`src/rtl/mem_arbiter.sv`:
```
// mem_arbiter: two-master bus arbiter sharing the system bus between the 6502
// core and a DMA-style requester (video fetch, block copy).
//
// The DMA requester wins arbitration, but only for up to DMA_BURST consecutive
// slots. After that, the CPU is forced one slot so that it is never starved.
// The arbiter drives the CPU RDY line and holds the CPU read data steady for
// the whole of a stall. It also counts stalled CPU cycles in a saturating
// counter for software profiling.
//
// Ports:
//   clk        in   system clock, single domain
//   reset      in   synchronous active-low reset (low = reset)
//   cpu_ab     in   CPU address
//   cpu_we     in   CPU write enable
//   cpu_do     in   CPU write data
//   cpu_di     out  read data presented to the CPU (stable while stalled)
//   cpu_rdy    out  CPU RDY, low stalls the CPU
//   dma_req    in   DMA request, held with addr/we/wdata until granted
//   dma_addr   in   DMA address
//   dma_we     in   DMA write enable
//   dma_wdata  in   DMA write data
//   dma_gnt    out  DMA access performed this cycle
//   dma_rvalid out  DMA read data valid (cycle after a granted DMA read)
//   dma_rdata  out  DMA read data
//   mem_ab     out  address to decode
//   mem_we     out  write enable to decode
//   mem_do     out  write data to decode
//   mem_di     in   muxed read data, valid one cycle after its address
//   stall_cnt  out  saturating count of cycles with cpu_rdy low
module mem_arbiter #(
  parameter int DMA_BURST = 4,
  parameter int STALL_W   = 16
) (
  input  logic               clk,
  input  logic               reset,
  input  logic [15:0]        cpu_ab,
  input  logic               cpu_we,
  input  logic [7:0]         cpu_do,
  output logic [7:0]         cpu_di,
  output logic               cpu_rdy,
  input  logic               dma_req,
  input  logic [15:0]        dma_addr,
  input  logic               dma_we,
  input  logic [7:0]         dma_wdata,
  output logic               dma_gnt,
  output logic               dma_rvalid,
  output logic [7:0]         dma_rdata,
  output logic [15:0]        mem_ab,
  output logic               mem_we,
  output logic [7:0]         mem_do,
  input  logic [7:0]         mem_di,
  output logic [STALL_W-1:0] stall_cnt
);

  localparam logic [3:0]         BURST_MAX_C = 4'(DMA_BURST);
  localparam logic [STALL_W-1:0] STALL_SAT_C = {STALL_W{1'b1}};
  localparam logic [STALL_W-1:0] STALL_ONE_C = STALL_W'(1);

  logic [3:0]         burst_cnt_r;
  logic               last_cpu_r;
  logic               last_dma_rd_r;
  logic [7:0]         hold_di_r;
  logic [STALL_W-1:0] stall_cnt_r;
  logic               owner_dma_s;

  // Slot owner: DMA wins while its burst budget lasts; reset forces the CPU.
  always_comb begin
    owner_dma_s = reset & dma_req & (burst_cnt_r < BURST_MAX_C);
  end

  // Bus steering and handshake outputs follow the current slot owner.
  // A CPU write presented during a DMA slot is simply not issued. The CPU is
  // stalled and repeats it once RDY returns.
  always_comb begin
    cpu_rdy = 1'b1;
    dma_gnt = 1'b0;
    mem_ab  = cpu_ab;
    mem_we  = cpu_we;
    mem_do  = cpu_do;
    if (owner_dma_s) begin
      cpu_rdy = 1'b0;
      dma_gnt = 1'b1;
      mem_ab  = dma_addr;
      mem_we  = dma_we;
      mem_do  = dma_wdata;
    end else begin
      cpu_rdy = 1'b1;
      dma_gnt = 1'b0;
      mem_ab  = cpu_ab;
      mem_we  = cpu_we;
      mem_do  = cpu_do;
    end
  end

  // Read-data return paths. The CPU sees live bus data only right after one
  // of its own slots. Otherwise it sees the byte held from that slot.
  always_comb begin
    dma_rdata  = mem_di;
    dma_rvalid = last_dma_rd_r;
    stall_cnt  = stall_cnt_r;
    if (last_cpu_r) begin
      cpu_di = mem_di;
    end else begin
      cpu_di = hold_di_r;
    end
  end

  // Arbitration state, read-return tracking, CPU data hold and stall counter.
  always_ff @(posedge clk) begin
    if (!reset) begin
      burst_cnt_r   <= 4'd0;
      last_cpu_r    <= 1'b1;
      last_dma_rd_r <= 1'b0;
      hold_di_r     <= 8'h00;
      stall_cnt_r   <= {STALL_W{1'b0}};
    end else begin
      // A budget of 1..15 never lets the increment overflow 4 bits.
      if (owner_dma_s) begin
        burst_cnt_r <= burst_cnt_r + 4'd1;
      end else begin
        burst_cnt_r <= 4'd0;
      end
      last_cpu_r    <= ~owner_dma_s;
      last_dma_rd_r <= owner_dma_s & ~dma_we;
      if (last_cpu_r) begin
        hold_di_r <= mem_di;
      end else begin
        hold_di_r <= hold_di_r;
      end
      if (owner_dma_s && (stall_cnt_r != STALL_SAT_C)) begin
        stall_cnt_r <= stall_cnt_r + STALL_ONE_C;
      end else begin
        stall_cnt_r <= stall_cnt_r;
      end
    end
  end

endmodule
```
`config.mk`:
```
export PLATFORM = sky130hd
export DESIGN_NAME = mem_arbiter
export DESIGN_NICKNAME = d
export VERILOG_FILES = /design/src/rtl/mem_arbiter.sv
export SDC_FILE = /design/constraint.sdc
export NUM_CORES = 1
export LEC_CHECK = 0
export BUFFER_PORTS_ARGS = -buffer_cell sky130_fd_sc_hd__buf_2
export CAP_MARGIN = 20
export CORE_MARGIN = 1
export CORE_UTILIZATION = 41
export DETAILED_ROUTE_END_ITERATION = 10
export PLACE_DENSITY_LB_ADDON = 0.05
export SLEW_MARGIN = 15
export SYNTH_ARGS = -nofsm -noshare
export SYNTH_HDL_FRONTEND = slang
export SYNTH_SLANG_ARGS = --single-unit
```
`constraint.sdc`:
```
create_clock -name clk -period 2.65 [get_ports clk]
set_input_delay 0.1325 -clock clk [delete_from_list [all_inputs] [get_ports clk]]
set_output_delay 0.1325 -clock clk [all_outputs]
set_load 0.005 [all_outputs]
```
==> out/metrics.cfg <==
[setup_path]
endpoint_kind=register
worstPathArrival_ns=2.16
worstPathRequired_ns=2.85
critical_path.max_fanout=8
timing.setup.critical_path_class=register to register
startpoint_type=register

[synthesis]
netlist.area_leader.share_pct=36.0
syn_area_um2=1670
number_of_enable_flip_flop_cells_after_synthesis=0
synthDistinctLibCells=34
synth_flop_cell=dfxtp_1
netlist.top_cell.by_area=dfxtp_1
synth_fp_nets=288
synth_top_cells_by_area=dfxtp_1 36%, nand2_1 20%, mux2_2 5.4%
post_synth_top_cells=87 x nand2_1, 30 x dfxtp_1, 11 x clkbuf_1, 10 x and2_1
yosys.cell_count.top_type=nand2_1
synthesized_instance_count=225
yosys_warnings=0
async_reset_ff_share_pct=0
ys_seq_area_share_pct=36.0
postSynthRegisterBits=30
synthesis.area_per_instance_um2=7.42

[floorplanning]
effective_utilization_at_floorplan_pct=44.3
die_width_um=65.8
num_io_pins=121
dieHeight_um=65.8
floorplan.rows=22
core_area_um2=3770
die-area_um2=4330

[global_routing]
initial_antenna_violation_count=0
grt_pass1_vias=1577
global_route_wire_length_before_repair_um=6340
gr-usage-all-layers_pct=19.1
globalRoute.totalOverflow=0
grt_max_degree=33

[detailed_routing]
drt.antenna.violating_nets=0
dr.pass1.iters=4
remaining_drc_errors=0
detail_route.vias_per_cell=4.87
dr_wl_cell_um=10.9
vias=1870
initial_drt_markers=77
finalWirelength_um=4190

[sta]
worst_pin_slew_ns=0.721
grt_setup_unrepaired=no
finalClockSkew_ns=0.00466
timing.final.max_slew_violations=0
timing.max_slew.rel_slack_pct=51.6
finalCriticalPeriod_ns=1.96
timing.setup.tns_ns=0
final_min_period_over_clock_period_pct=73.8
finalSetupViolations=0
maxClockFrequency_mhz=511
finalHoldViolations=0

[clocking]
clock_latency_ns=0.28
cts_tree=done
post_cts_hold_buffer_count=0
worst_setup_hold_path_clk_slew_ns=0.06
numCtsBuffers=5
htree_num_levels=2
cts_resized=0
root_buffer=clkbuf_8
cts_post_setup_buffers_inserted=0
max-clock-path-buffers=2
cts_num_sinks=30

[placement]
hpwlAfterDp_um=3170
port-buffer-count=120
place_congestion=0.854

[layout]
drive_above_1_share_pct=42.0
layout-area-overhead-vs-synth_pct=39.4
postLayoutCoreUtil_pct=61.7
nNetsFinal=398
antenna_cells=0

[outcome]
run_status=completed

[power]
peakVddDrop_v=0.000189
total_leakage_power_nw=1.20
power_per_cell_area_nw_per_um2=431

[flow_run]
drv_cap=0

[min_path]
worst_hold_path_type=input port to register

[power by group]
group	internal (mW)	switching (mW)
sequential	0.463	0.00643
combinational	0.0918	0.0738
clock	0.209	0.160
[critical path, stage by stage, from the launching register on]
cell     delay (ns)
dfxtp_1        0.44
nand4_1        0.22
or4_4          0.59
or4_1          0.48
a21oi_1        0.15
[layout by cell type, fill, tap and decap left out, drive strengths merged, types with 2 or more instances in the layout]
| cell | synthesis | layout |
|---|---|---|
| clkinv | 1 | 2 |
| nor2 | 4 | 4 |
| dfxtp | 30 | 30 |
| buf | 10 | 124 |
| or2 | 2 | 2 |
| clkbuf | 11 | 7 |
| ha | 2 | 2 |
| o31ai | 5 | 5 |
| mux2i | 4 | 4 |
| nand4 | 4 | 4 |
| or4 | 5 | 5 |
| nand2 | 87 | 87 |
| inv | 3 | 3 |
| mux2 | 8 | 8 |
| and2 | 10 | 10 |
| a31oi | 2 | 2 |
| nor3 | 3 | 3 |
| o21ai | 5 | 5 |
| nor4 | 3 | 3 |
| or3 | 3 | 3 |
| nand3 | 5 | 5 |
| a21oi | 8 | 8 |
[state kept, by name, summed over array words and instances, names as in the netlist]
register     count
dma_rvalid       1
burst_cnt_r      4
last_cpu_r       1
hold_di_r        8
stall_cnt       16
[cell families after synthesis]
family          synth area share (%)
compound gates                  8.92
fa+ha+maj                       1.50
buf+inv                         8.32
flops                           36.0
mux                             7.80
other cells                    0.225
simple gates                    37.3
[worst paths after layout]
path / end / cells past startpoint / from / slack [ns]
worst max register to register: stall_cnt[13] / 4 / stall_cnt[3] / 0.69
worst max-delay path: stall_cnt[13] / 4 / stall_cnt[3] / 0.69
worst min-delay path: dma_rvalid / 2 / dma_we / 0.02
worst min register to register: burst_cnt_r[0] / 1 / burst_cnt_r[0] / 0.43
[final cells by class]
type | count | area (um^2)
Multi-Input combinational cell | 170 | 930
Inverter | 4 | 15.0
Tap cell | 48 | 60.1
Fill cell | 357 | 1440
Clock buffer | 7 | 86.3
Sequential cell | 30 | 601
Timing Repair Buffer | 124 | 631
Clock inverter | 1 | 5.00
[metal layers]
layer / global-route usage (%) / routed length [um] / up-vias
li1: - / - / 971
met1: 21.4 / 1800 / 806
met2: 34.1 / 2030 / 88
met3: 4.48 / 314 / 5
met4: 8.15 / 45 / 0
met5: 0 / 0 / -
[through the flow]
stage	cell area [um^2]	power, mW	instances	hold slack [ns]	setup WS (ns)
2_1_floorplan	1670	0.559	225	0.205	0.825
3_3_place_gp	2240	0.646	376	0.309	0.766
3_5_place_dp	2240	0.647	376	0.310	0.721
4_1_cts	2330	1.02	384	0.00927	0.695
5_1_grt	2330	1.06	384	0.0125	0.568
6_report	2330	1.00	384	0.0215	0.693
Power figures use the tool's default switching activity.
